==> config.mk <==
export PLATFORM = sky130hd
export DESIGN_NAME = uart_rx_core_flat
export DESIGN_NICKNAME = d
export VERILOG_FILES = /design/src/rtl/uart_pkg.sv /design/src/rtl/uart_rx_core_if.sv /design/src/rtl/uart_bit_timer.sv /design/src/rtl/uart_rx_core.sv /design/src/flat_wrapper.sv
export SDC_FILE = /design/constraint.sdc
export NUM_CORES = 1
export LEC_CHECK = 0
export ABC_AREA = 1
export CORE_ASPECT_RATIO = 1.5
export CORE_MARGIN = 5
export CORE_UTILIZATION = 44
export CTS_BUF_LIST = sky130_fd_sc_hd__clkbuf_8
export CTS_CLUSTER_DIAMETER = 200
export DETAILED_ROUTE_END_ITERATION = 6
export MAX_ROUTING_LAYER = met4
export PLACE_DENSITY = 0.75
export SLEW_MARGIN = 30
export SYNTH_ARGS = -nofsm -noshare
export SYNTH_HDL_FRONTEND = slang
export SYNTH_SLANG_ARGS = --single-unit
==> constraint.sdc <==
create_clock -name sys_clk -period 1.4 [get_ports sys_clk]
set_input_delay 0.21 -clock sys_clk [delete_from_list [all_inputs] [get_ports sys_clk]]
set_output_delay 0.21 -clock sys_clk [all_outputs]
set_load 0.03 [all_outputs]
==> src/rtl/uart_pkg.sv <==
// Shared definitions for the UART cores.
// Contents: parity mode constants, the receive FSM state type, and a width
// helper used to size counters and bit indices.
package uart_pkg;

    localparam int PARITY_NONE = 0;
    localparam int PARITY_ODD  = 1;
    localparam int PARITY_EVEN = 2;

    typedef enum logic [2:0] {
        ST_IDLE,
        ST_START,
        ST_DATA,
        ST_PARITY,
        ST_STOP,
        ST_DELIVER,
        ST_BREAK
    } rx_state_e;

    // Counter width able to hold 0..n-1, never narrower than one bit.
    function automatic int cnt_w(input int n);
        return (n <= 2) ? 1 : $clog2(n);
    endfunction

endpackage

==> src/rtl/uart_rx_core_if.sv <==
// Receive-side word interface between the UART receiver and its consumer.
// Signals:
//   rx_data     received word, stable while rx_valid=1
//   rx_valid    word available
//   rx_ready    consumer accepts word
//   parity_err  parity mismatch for the word on rx_data
//   frame_err   stop bit sampled low for the word on rx_data
//   overrun_err one-cycle pulse, a frame was dropped because the word was held
// master = receiver side, slave = consumer side.
interface uart_rx_core_if #(parameter int DATA_BITS = 8);
    logic [DATA_BITS-1:0] rx_data;
    logic                 rx_valid;
    logic                 rx_ready;
    logic                 parity_err;
    logic                 frame_err;
    logic                 overrun_err;

    modport master (
        output rx_data, rx_valid, parity_err, frame_err, overrun_err,
        input  rx_ready
    );

    modport slave (
        input  rx_data, rx_valid, parity_err, frame_err, overrun_err,
        output rx_ready
    );
endinterface

==> src/rtl/uart_bit_timer.sv <==
// Loadable down-counter for UART bit timing.
// Ports:
//   sys_clk, sys_rst_n  clock, async active-low reset
//   load, load_val      reload the counter with load_val (takes priority)
//   tick                high while the counter sits at zero
// The counter parks at zero until reloaded, so tick stays high until the
// owner reacts to it.
module uart_bit_timer
    import uart_pkg::*;
#(
    parameter int CLKS_PER_BIT = 5208,
    parameter int W            = cnt_w(CLKS_PER_BIT)
) (
    input  logic         sys_clk,
    input  logic         sys_rst_n,
    input  logic         load,
    input  logic [W-1:0] load_val,
    output logic         tick
);

    logic [W-1:0] cnt_q, cnt_d;

    always_comb begin
        cnt_d = cnt_q;
        if (load)
            cnt_d = load_val;
        else if (cnt_q != '0)
            cnt_d = cnt_q - 1'b1;
    end

    always_ff @(posedge sys_clk or negedge sys_rst_n) begin
        if (!sys_rst_n) cnt_q <= '0;
        else            cnt_q <= cnt_d;
    end

    assign tick = (cnt_q == '0);

endmodule

==> src/rtl/uart_rx_core.sv <==
// Parametrised UART receive engine.
// Ports:
//   sys_clk, sys_rst_n  clock, async active-low reset
//   uart_rxd            asynchronous serial input, idles high
//   busy                high whenever the FSM is not in IDLE
//   rx                  word interface (data, valid/ready, error flags)
// Start bit is re-checked at its centre to reject glitches; every later bit
// is sampled one bit period after the previous sample.
module uart_rx_core
    import uart_pkg::*;
#(
    parameter int CLKS_PER_BIT = 5208,
    parameter int DATA_BITS    = 8,
    parameter int PARITY_MODE  = PARITY_NONE,
    parameter int STOP_BITS    = 1,
    parameter int SYNC_STAGES  = 3
) (
    input  logic             sys_clk,
    input  logic             sys_rst_n,
    input  logic             uart_rxd,
    output logic             busy,
    uart_rx_core_if.master   rx
);

    localparam int CW = cnt_w(CLKS_PER_BIT);
    localparam int IW = cnt_w(DATA_BITS);
    localparam logic [CW-1:0] FULL_LOAD = CW'(CLKS_PER_BIT - 1);
    localparam logic [CW-1:0] HALF_LOAD = CW'(CLKS_PER_BIT / 2 - 1);
    localparam logic          PAR_ODD   = (PARITY_MODE == PARITY_ODD);

    // Synchroniser resets to the idle line level so reset never fakes a start.
    logic [SYNC_STAGES-1:0] sync_q, sync_d;
    logic                   rxs;

    rx_state_e             state_q, state_d;
    logic [DATA_BITS-1:0]  shreg_q, shreg_d;
    logic [IW-1:0]         idx_q, idx_d;
    logic                  perr_q, perr_d;
    logic                  ferr_q, ferr_d;
    logic [DATA_BITS-1:0]  data_q, data_d;
    logic                  valid_q, valid_d;
    logic                  dperr_q, dperr_d;
    logic                  dferr_q, dferr_d;
    logic                  ovr_q, ovr_d;

    logic                  tmr_load;
    logic [CW-1:0]         tmr_val;
    logic                  tmr_tick;

    assign sync_d = {sync_q[SYNC_STAGES-2:0], uart_rxd};
    assign rxs    = sync_q[SYNC_STAGES-1];

    uart_bit_timer #(.CLKS_PER_BIT(CLKS_PER_BIT), .W(CW)) u_timer (
        .sys_clk  (sys_clk),
        .sys_rst_n(sys_rst_n),
        .load     (tmr_load),
        .load_val (tmr_val),
        .tick     (tmr_tick)
    );

    always_comb begin
        state_d  = state_q;
        shreg_d  = shreg_q;
        idx_d    = idx_q;
        perr_d   = perr_q;
        ferr_d   = ferr_q;
        data_d   = data_q;
        valid_d  = valid_q;
        dperr_d  = dperr_q;
        dferr_d  = dferr_q;
        ovr_d    = 1'b0;
        tmr_load = 1'b0;
        tmr_val  = FULL_LOAD;

        // Consumer handshake; DELIVER below may re-assert valid this cycle.
        if (valid_q && rx.rx_ready)
            valid_d = 1'b0;

        case (state_q)
            ST_IDLE: begin
                if (!rxs) begin
                    state_d  = ST_START;
                    tmr_load = 1'b1;
                    tmr_val  = HALF_LOAD;
                end
            end
            ST_START: begin
                if (tmr_tick) begin
                    tmr_load = 1'b1;
                    if (rxs) begin
                        state_d = ST_IDLE;
                    end else begin
                        state_d = ST_DATA;
                        idx_d   = '0;
                        perr_d  = 1'b0;
                        ferr_d  = 1'b0;
                    end
                end
            end
            ST_DATA: begin
                if (tmr_tick) begin
                    tmr_load = 1'b1;
                    // Shift in at the top so the first (LSB) bit ends at bit 0.
                    shreg_d  = {rxs, shreg_q[DATA_BITS-1:1]};
                    if (idx_q == IW'(DATA_BITS - 1)) begin
                        idx_d   = '0;
                        state_d = (PARITY_MODE != PARITY_NONE) ? ST_PARITY : ST_STOP;
                    end else begin
                        idx_d = idx_q + 1'b1;
                    end
                end
            end
            ST_PARITY: begin
                if (tmr_tick) begin
                    tmr_load = 1'b1;
                    perr_d   = (^shreg_q) ^ rxs ^ PAR_ODD;
                    state_d  = ST_STOP;
                end
            end
            ST_STOP: begin
                if (tmr_tick) begin
                    tmr_load = 1'b1;
                    ferr_d   = ferr_q | ~rxs;
                    if (idx_q == IW'(STOP_BITS - 1))
                        state_d = ST_DELIVER;
                    else
                        idx_d = idx_q + 1'b1;
                end
            end
            ST_DELIVER: begin
                tmr_load = 1'b1;
                if (!valid_q || rx.rx_ready) begin
                    data_d  = shreg_q;
                    dperr_d = perr_q;
                    dferr_d = ferr_q;
                    valid_d = 1'b1;
                end else begin
                    ovr_d = 1'b1;
                end
                // A line still low here is a break, not a new start bit.
                state_d = rxs ? ST_IDLE : ST_BREAK;
            end
            ST_BREAK: begin
                if (rxs) begin
                    state_d  = ST_IDLE;
                    tmr_load = 1'b1;
                end
            end
            default: state_d = ST_IDLE;
        endcase
    end

    always_ff @(posedge sys_clk or negedge sys_rst_n) begin
        if (!sys_rst_n) begin
            sync_q  <= '1;
            state_q <= ST_IDLE;
            shreg_q <= '0;
            idx_q   <= '0;
            perr_q  <= 1'b0;
            ferr_q  <= 1'b0;
            data_q  <= '0;
            valid_q <= 1'b0;
            dperr_q <= 1'b0;
            dferr_q <= 1'b0;
            ovr_q   <= 1'b0;
        end else begin
            sync_q  <= sync_d;
            state_q <= state_d;
            shreg_q <= shreg_d;
            idx_q   <= idx_d;
            perr_q  <= perr_d;
            ferr_q  <= ferr_d;
            data_q  <= data_d;
            valid_q <= valid_d;
            dperr_q <= dperr_d;
            dferr_q <= dferr_d;
            ovr_q   <= ovr_d;
        end
    end

    assign busy           = (state_q != ST_IDLE);
    assign rx.rx_data     = data_q;
    assign rx.rx_valid    = valid_q;
    assign rx.parity_err  = dperr_q;
    assign rx.frame_err   = dferr_q;
    assign rx.overrun_err = ovr_q;

endmodule
==> src/flat_wrapper.sv <==
// flat-port wrapper written by rule: the top's interface ports become plain ports
module uart_rx_core_flat import uart_pkg::*;
#(
    parameter int CLKS_PER_BIT = 5208,
    parameter int DATA_BITS    = 8,
    parameter int PARITY_MODE  = PARITY_NONE,
    parameter int STOP_BITS    = 1,
    parameter int SYNC_STAGES  = 3
)
  (sys_clk, sys_rst_n, uart_rxd, busy, rx_rx_data, rx_rx_valid, rx_parity_err, rx_frame_err, rx_overrun_err, rx_rx_ready);
  uart_rx_core_if #(.DATA_BITS(DATA_BITS)) rx_i ();
  input  logic sys_clk;
  input  logic sys_rst_n;
  input  logic uart_rxd;
  output logic busy;
  output wire logic [$bits(rx_i.rx_data)-1:0] rx_rx_data;
  output wire logic [$bits(rx_i.rx_valid)-1:0] rx_rx_valid;
  output wire logic [$bits(rx_i.parity_err)-1:0] rx_parity_err;
  output wire logic [$bits(rx_i.frame_err)-1:0] rx_frame_err;
  output wire logic [$bits(rx_i.overrun_err)-1:0] rx_overrun_err;
  input wire logic [$bits(rx_i.rx_ready)-1:0] rx_rx_ready;
  assign rx_rx_data = rx_i.rx_data;
  assign rx_rx_valid = rx_i.rx_valid;
  assign rx_parity_err = rx_i.parity_err;
  assign rx_frame_err = rx_i.frame_err;
  assign rx_overrun_err = rx_i.overrun_err;
  assign rx_i.rx_ready = rx_rx_ready;
  uart_rx_core #(.CLKS_PER_BIT(CLKS_PER_BIT), .DATA_BITS(DATA_BITS), .PARITY_MODE(PARITY_MODE), .STOP_BITS(STOP_BITS), .SYNC_STAGES(SYNC_STAGES)) u_core (.sys_clk(sys_clk), .sys_rst_n(sys_rst_n), .uart_rxd(uart_rxd), .busy(busy), .rx(rx_i));
endmodule
# After elaboration in Yosys (flattened, before gate mapping)
# Index checks and enable logic that the tools add are counted.
dict set report word_totals {
  wordCells 91
  register_bits 44
  output_inout_bits 13
  inputBits 4
}
dict set report op_classes {
  bitwise 3
  n_eq_ne 17
  muxes 37
  n_addsub 2
  n_reduce_logical 20
}
# cell count
set ops {}
lappend ops {{$mux W13} 4}
lappend ops {{$mux W3} 15}
lappend ops {{$pmux W3 S7} 1}
lappend ops {{$ne A2 B1 Y1 const B} 7}
lappend ops {{$logic_not A13 Y1} 1}
lappend ops {{$reduce_bool A13 Y1} 1}
lappend ops {{$sub A13 B1 Y13 const B} 1}
lappend ops {{$eq A3 B3 Y1 const B} 4}
lappend ops {{$mux W1} 12}
lappend ops {{$pmux W3 S3} 1}
lappend ops {{$reduce_and A4 Y1} 2}
lappend ops {{$reduce_and A8 Y1} 1}
lappend ops {{$reduce_xor A8 Y1} 1}
lappend ops {{$eq A3 B2 Y1 const B} 2}
lappend ops {{$logic_not A3 Y1} 2}
lappend ops {{$ne A2 B2 Y1 const B} 3}
lappend ops {{$reduce_and A6 Y1} 1}
lappend ops {{$reduce_bool A2 Y1} 3}
lappend ops {{$reduce_bool A3 Y1} 2}
lappend ops {{$pmux W1 S2} 2}
lappend ops {{$pmux W1 S4} 1}
lappend ops {{$reduce_and A2 Y1} 2}
lappend ops {{$reduce_or A4 Y1} 1}
lappend ops {{$add A3 B1 Y3 const B} 1}
lappend ops {{8 further kinds} 8}

# Logic depth before layout (Yosys ltp)
dict set report depth {
  ltp_word 4
  ltp_mapped 10
}

# By module
# From an unflattened synthesis, not the netlist that was laid out.
dict set report unflattened {
  hier_cells 324
  area_unflattened_um2 2461.1
}
# mod seq_area_each_um2 n_inst area_per_inst_um2 cells_each
set by_module_without_submodules {}
lappend by_module_without_submodules {uart_rx_core 779.5 1 1550.2 189}
lappend by_module_without_submodules {uart_bit_timer 325.3 1 910.9 135}

# Worst setup path before layout
# OpenSTA, ideal clock, no wires.
dict set report synth_path {
  path_type {register to register}
  start {register u_core.u_timer.cnt_q[0]}
  end {register u_core.shreg_q[1]}
  slack_ns -0.170
  setup_ns 0.119
  path_buffers 1
  synth_period_minus_slack_ns 1.570
  path_stages_with_launch 11
  t_required_ns 1.281
  arrival_time_ns 1.451
  cell_sequence {dfrtp_1 > inv_1 > ha_1 > nand2_1 > nor2_4 > nand2_4 > clkinv_2 > nand2_4 > buf_6 > nand2_1 > o21ai_2}
}
dict set report synth_via {
  elab_chain_cells 2
}
# element line_no
set synth_lines {}
lappend synth_lines {{start, declared} uart_bit_timer.sv:21} ;# logic [W-1:0] cnt_q, cnt_d;
lappend synth_lines {{start signal, assigned} uart_bit_timer.sv:33} ;# else cnt_q <= cnt_d;
lappend synth_lines {{$logic_not A13 Y1} uart_bit_timer.sv:36} ;# assign tick = (cnt_q == '0);
lappend synth_lines {{$reduce_and A2 Y1 (no line)} n/a}
lappend synth_lines {{end signal, assigned} uart_rx_core.sv:169} ;# shreg_q <= shreg_d;
lappend synth_lines {{end, declared} uart_rx_core.sv:36} ;# logic [DATA_BITS-1:0] shreg_q, shreg_d;
# No other way between the ends.
# A chain may end at the register's enable or synchronous reset.

# Worst setup path after layout
dict set report layout_path {
  start {register u_core.state_q[1]}
  end {register u_core.u_timer.cnt_q[5]}
}
dict set report layout_via {
  elab_chain_cells 4
  elab_cells_between_ends 12
  classes_between {eq/ne (6); mux (3); reduce/logical (3)}
}
# element line_no
set layout_lines {}
lappend layout_lines {{start, declared} uart_rx_core.sv:35} ;# rx_state_e state_q, state_d;
lappend layout_lines {{start signal, assigned} uart_rx_core.sv:168} ;# state_q <= state_d;
lappend layout_lines {{$eq A3 B1 Y1 (tied with other cells)} uart_rx_core.sv:79} ;# case (state_q)
lappend layout_lines {{$reduce_or A4 Y1 (no line)} n/a}
lappend layout_lines {{$pmux W1 S4} uart_rx_core.sv:79}
lappend layout_lines {{$mux W13 or $reduce_bool A2 Y1 (tied branches)} n/a}
# Parallel ways exist; a longest one is shown, timed or not.

==> impl_metrics.ini <==
[drt]
drcViolationCount = 0
drt_pre_antenna_iters = 4
routed_wl_um = 6050
drt_first_iter_violations = 105
antenna_left = 0
via_per_inst = 5.05
vias = 2192
wl_per_cell_um = 13.9

[final_layout]
fin_area_mm2 = 0.00347
fin_nets = 371
final_util_pct = 64.1
drive_gt1_share_pct = 45.1
area_growth_pct = 44.3
layout_commonest_cell = nand2_1
mostFrequentLayoutCells = nand2_1, dfrtp_1, buf_4
antenna_cells = 0
stdcell_count = 434

[global_route]
grt.overflow.total = 0
grt_usage_pct = 17.8
grt_max_degree = 45
grt_pass1_wl_um = 9920
grt_pass1_vias = 2274
grt_antenna_before_repair = 0

[power]
vdd_ir_drop_max_mv = 0.585
fin_total_pwr_uw = 2160
power_per_cell_area_mw_per_mm2 = 623
p_leak_uw = 0.00162

[critical_path]
worstReg2RegEnd = u_core.u_timer.cnt_q[5]$_DFFE_PN0P_
slowest_delay_ns = 0.45
crit_chain = buf_6, nor2_4, nand2_4, nand2_4, nor2_8, nand2_8, nand2_8, nand2_4, a21oi_2
path_delay_family = simple AND/OR/NAND/NOR gates
critical_path_buf_inv_count = 1
crit-reg2reg-launch = u_core.state_q[1]$_DFFE_PN0P_
end_kind = register
r2r_slack_ns = -0.12
start_kind = register
cpMostUsedCell = nand2_4
cp.arrival_ns = 1.72
reg2regPathDepth = 9
critPathRequiredTime_ns = 1.60
crit_path_max_fanout = 7
cp_slowest_cell = dfrtp_2
path_class = reg -> reg

[synthesis]
netlist_instances = 293
synth-seq-area-share_pct = 46.0
ys_types = 34
syn_avg_cell_area_um2 = 8.20
synth_area_mm2 = 0.00240
synth-seq-cells = 44
ys_warn_count = 0
syn_nets = 301

[clocking]
clkLatencyLatePin_ns = 0.31
cts_tree = built
cts-root-buf = clkbuf_8
cts.sinks = 44
ctsHtreeMaxLevel = 2
cts.path.max_buffers = 2
clk_pin_slew_ns = 0.09
cts_inserted_buffers = 5

[sta]
timing.final.crit_share_pct = 109
tightest_slew_ns = 0.330
finalCriticalPeriod_ns = 1.52
clock_skew_ns = 0.00852
hold_viol = 0
max_freq_mhz = 658
slew_headroom_pct = 78.1
setup_violations = 32
report.final.slew_viol_count = 0
rsz0062_at_grt = true
layout_setup_ws_ns = -0.119

[floorplan]
io_pins = 17
die_h_um = 101
chipWidth_um = 70.3
core_mm2 = 0.00541
dieArea_mm2 = 0.00707
initial_utilization_pct = 44.4
row_count = 33

[placement]
dp_hpwl_um = 3680
gp_congestion = 0.855
pre_cts_ws_ns = -0.114
post-place-cells = 402
port_buffers = 16
placed_cell_area_mm2 = 0.00286

[worst_hold_path]
min_to = u_core.sync_q[0]$_DFF_PN1_
hold_depth = 1
worstHoldStart = uart_rxd
hp-class = in -> reg

[outcome]
violations = setup timing
status = finished with violations

[job]
maxCapViolCount = 0
-- power by group --
| group | internal [uW] | switching [uW] |
|---|---|---|
| logic | 21.9 | 37.9 |
| registers | 1280 | 3.11 |
| clock network | 343 | 477 |
-- cells by family after synthesis --
family | count (synthesis) | share of synthesized area [%]
xor+xnor | 6 | 2.19
flops | 44 | 46.0
buf+inv | 38 | 6.45
simple gates | 159 | 32.5
fa+ha+maj | 4 | 2.08
mux | 1 | 0.468
compound gates | 41 | 10.4
-- final cells by class --
cell class              instances  area (um^2)
fillers                       413         1940
multi-input cells             212         1450
flip-flops and latches         44         1110
repair buffers                 65          589
inverters                      35          155
well taps                      70         87.6
clock buffers                   5         68.8
clock inverters                 3         16.3
-- per-stage QoR --
stage,hold slack [ns],setup TNS [ns]
6_report,0.311,-2.09
5_1_grt,0.326,-6.03
4_1_cts,0.318,-1.76
3_5_place_dp,0.207,-1.52
3_3_place_gp,0.204,-0.865
2_1_floorplan,-0.0856,-0.00688
-- layer usage --
layer | routed length [um] | share of wire [%] | up-vias | global-route usage [%]
li1 | - | - | 1065 | -
met1 | 2380 | 39 | 1072 | 19.4
met2 | 3350 | 55 | 38 | 31.5
met3 | 152 | 2.5 | 17 | 2.79
met4 | 165 | 2.7 | 0 | 8.26
met5 | 0 | 0 | - | -
-- registers in the layout, summed over array words and instances, names as in the netlist --
signal / cells
u_core.rx.frame_err: 1
u_core.rx.parity_err: 1
u_core.state_q: 3
u_core.rx.overrun_err: 1
u_core.rx.rx_data: 8
u_core.shreg_q: 8
u_core.ferr_q: 1
u_core.idx_q: 3
u_core.u_timer.cnt_q: 13
u_core.rx.rx_valid: 1
u_core.perr_q: 1
u_core.sync_q: 3
-- worst max path at each step --
stage / startpoint / endpoint / cells past startpoint
global route: u_core.u_timer.cnt_q[8]$_DFFE_PN0P_ / u_core.u_timer.cnt_q[1]$_DFFE_PN0P_ / 8
finish: u_core.state_q[1]$_DFFE_PN0P_ / u_core.u_timer.cnt_q[5]$_DFFE_PN0P_ / 9
CTS: u_core.u_timer.cnt_q[1]$_DFFE_PN0P_ / u_core.u_timer.cnt_q[1]$_DFFE_PN0P_ / 9
floorplan: u_core.u_timer.cnt_q[1]$_DFFE_PN0P_ / u_core.shreg_q[1]$_DFFE_PN0P_ / 10
global placement: u_core.state_q[1]$_DFFE_PN0P_ / u_core.u_timer.cnt_q[5]$_DFFE_PN0P_ / 8
detailed placement: u_core.state_q[1]$_DFFE_PN0P_ / u_core.idx_q[1]$_DFFE_PN0P_ / 8
-- cells in the mapped netlist --
master / n / area [um^2]
a21oi_1: 3 / 15.0
nand2_4: 5 / 56.3
nand2_2: 3 / 18.8
nor3_2: 1 / 10.0
buf_6: 1 / 11.3
inv_4: 1 / 6.26
nand3b_1: 1 / 7.51
a22oi_1: 1 / 7.51
nand3_4: 1 / 17.5
nor3_1: 2 / 10.0
dfstp_2: 3 / 78.8
nand2_8: 1 / 20.0
xor2_1: 3 / 26.3
nor2_4: 4 / 45.0
nand3_2: 4 / 40.0
buf_2: 1 / 5.00
dfrtp_1: 41 / 1030
nor2_1: 25 / 93.8
nor2_8: 1 / 20.0
clkinv_2: 1 / 5.00
o21ai_0: 16 / 80.1
o21ai_2: 8 / 70.1
o21ai_1: 10 / 50.1
inv_1: 31 / 116
mux2_2: 1 / 11.3
nand4_1: 2 / 12.5
nand3_1: 12 / 60.1
nor2_2: 2 / 12.5
inv_2: 2 / 7.51
ha_1: 4 / 50.1
clkbuf_1: 1 / 3.75
nand2_1: 95 / 357
xnor2_1: 3 / 26.3
a21oi_2: 3 / 26.3
-- timing repair --
action / in CTS / in global routing
gates cloned: 1 / 1
buffers inserted: 16 / 5
endpoints found under the setup margin: 42 / 40
hold buffers: 1 / 0
pin swaps: 23 / 22
hold endpoints to repair: 41 / 0
resized for setup: 71 / 52
Power figures use the tool's default switching activity.
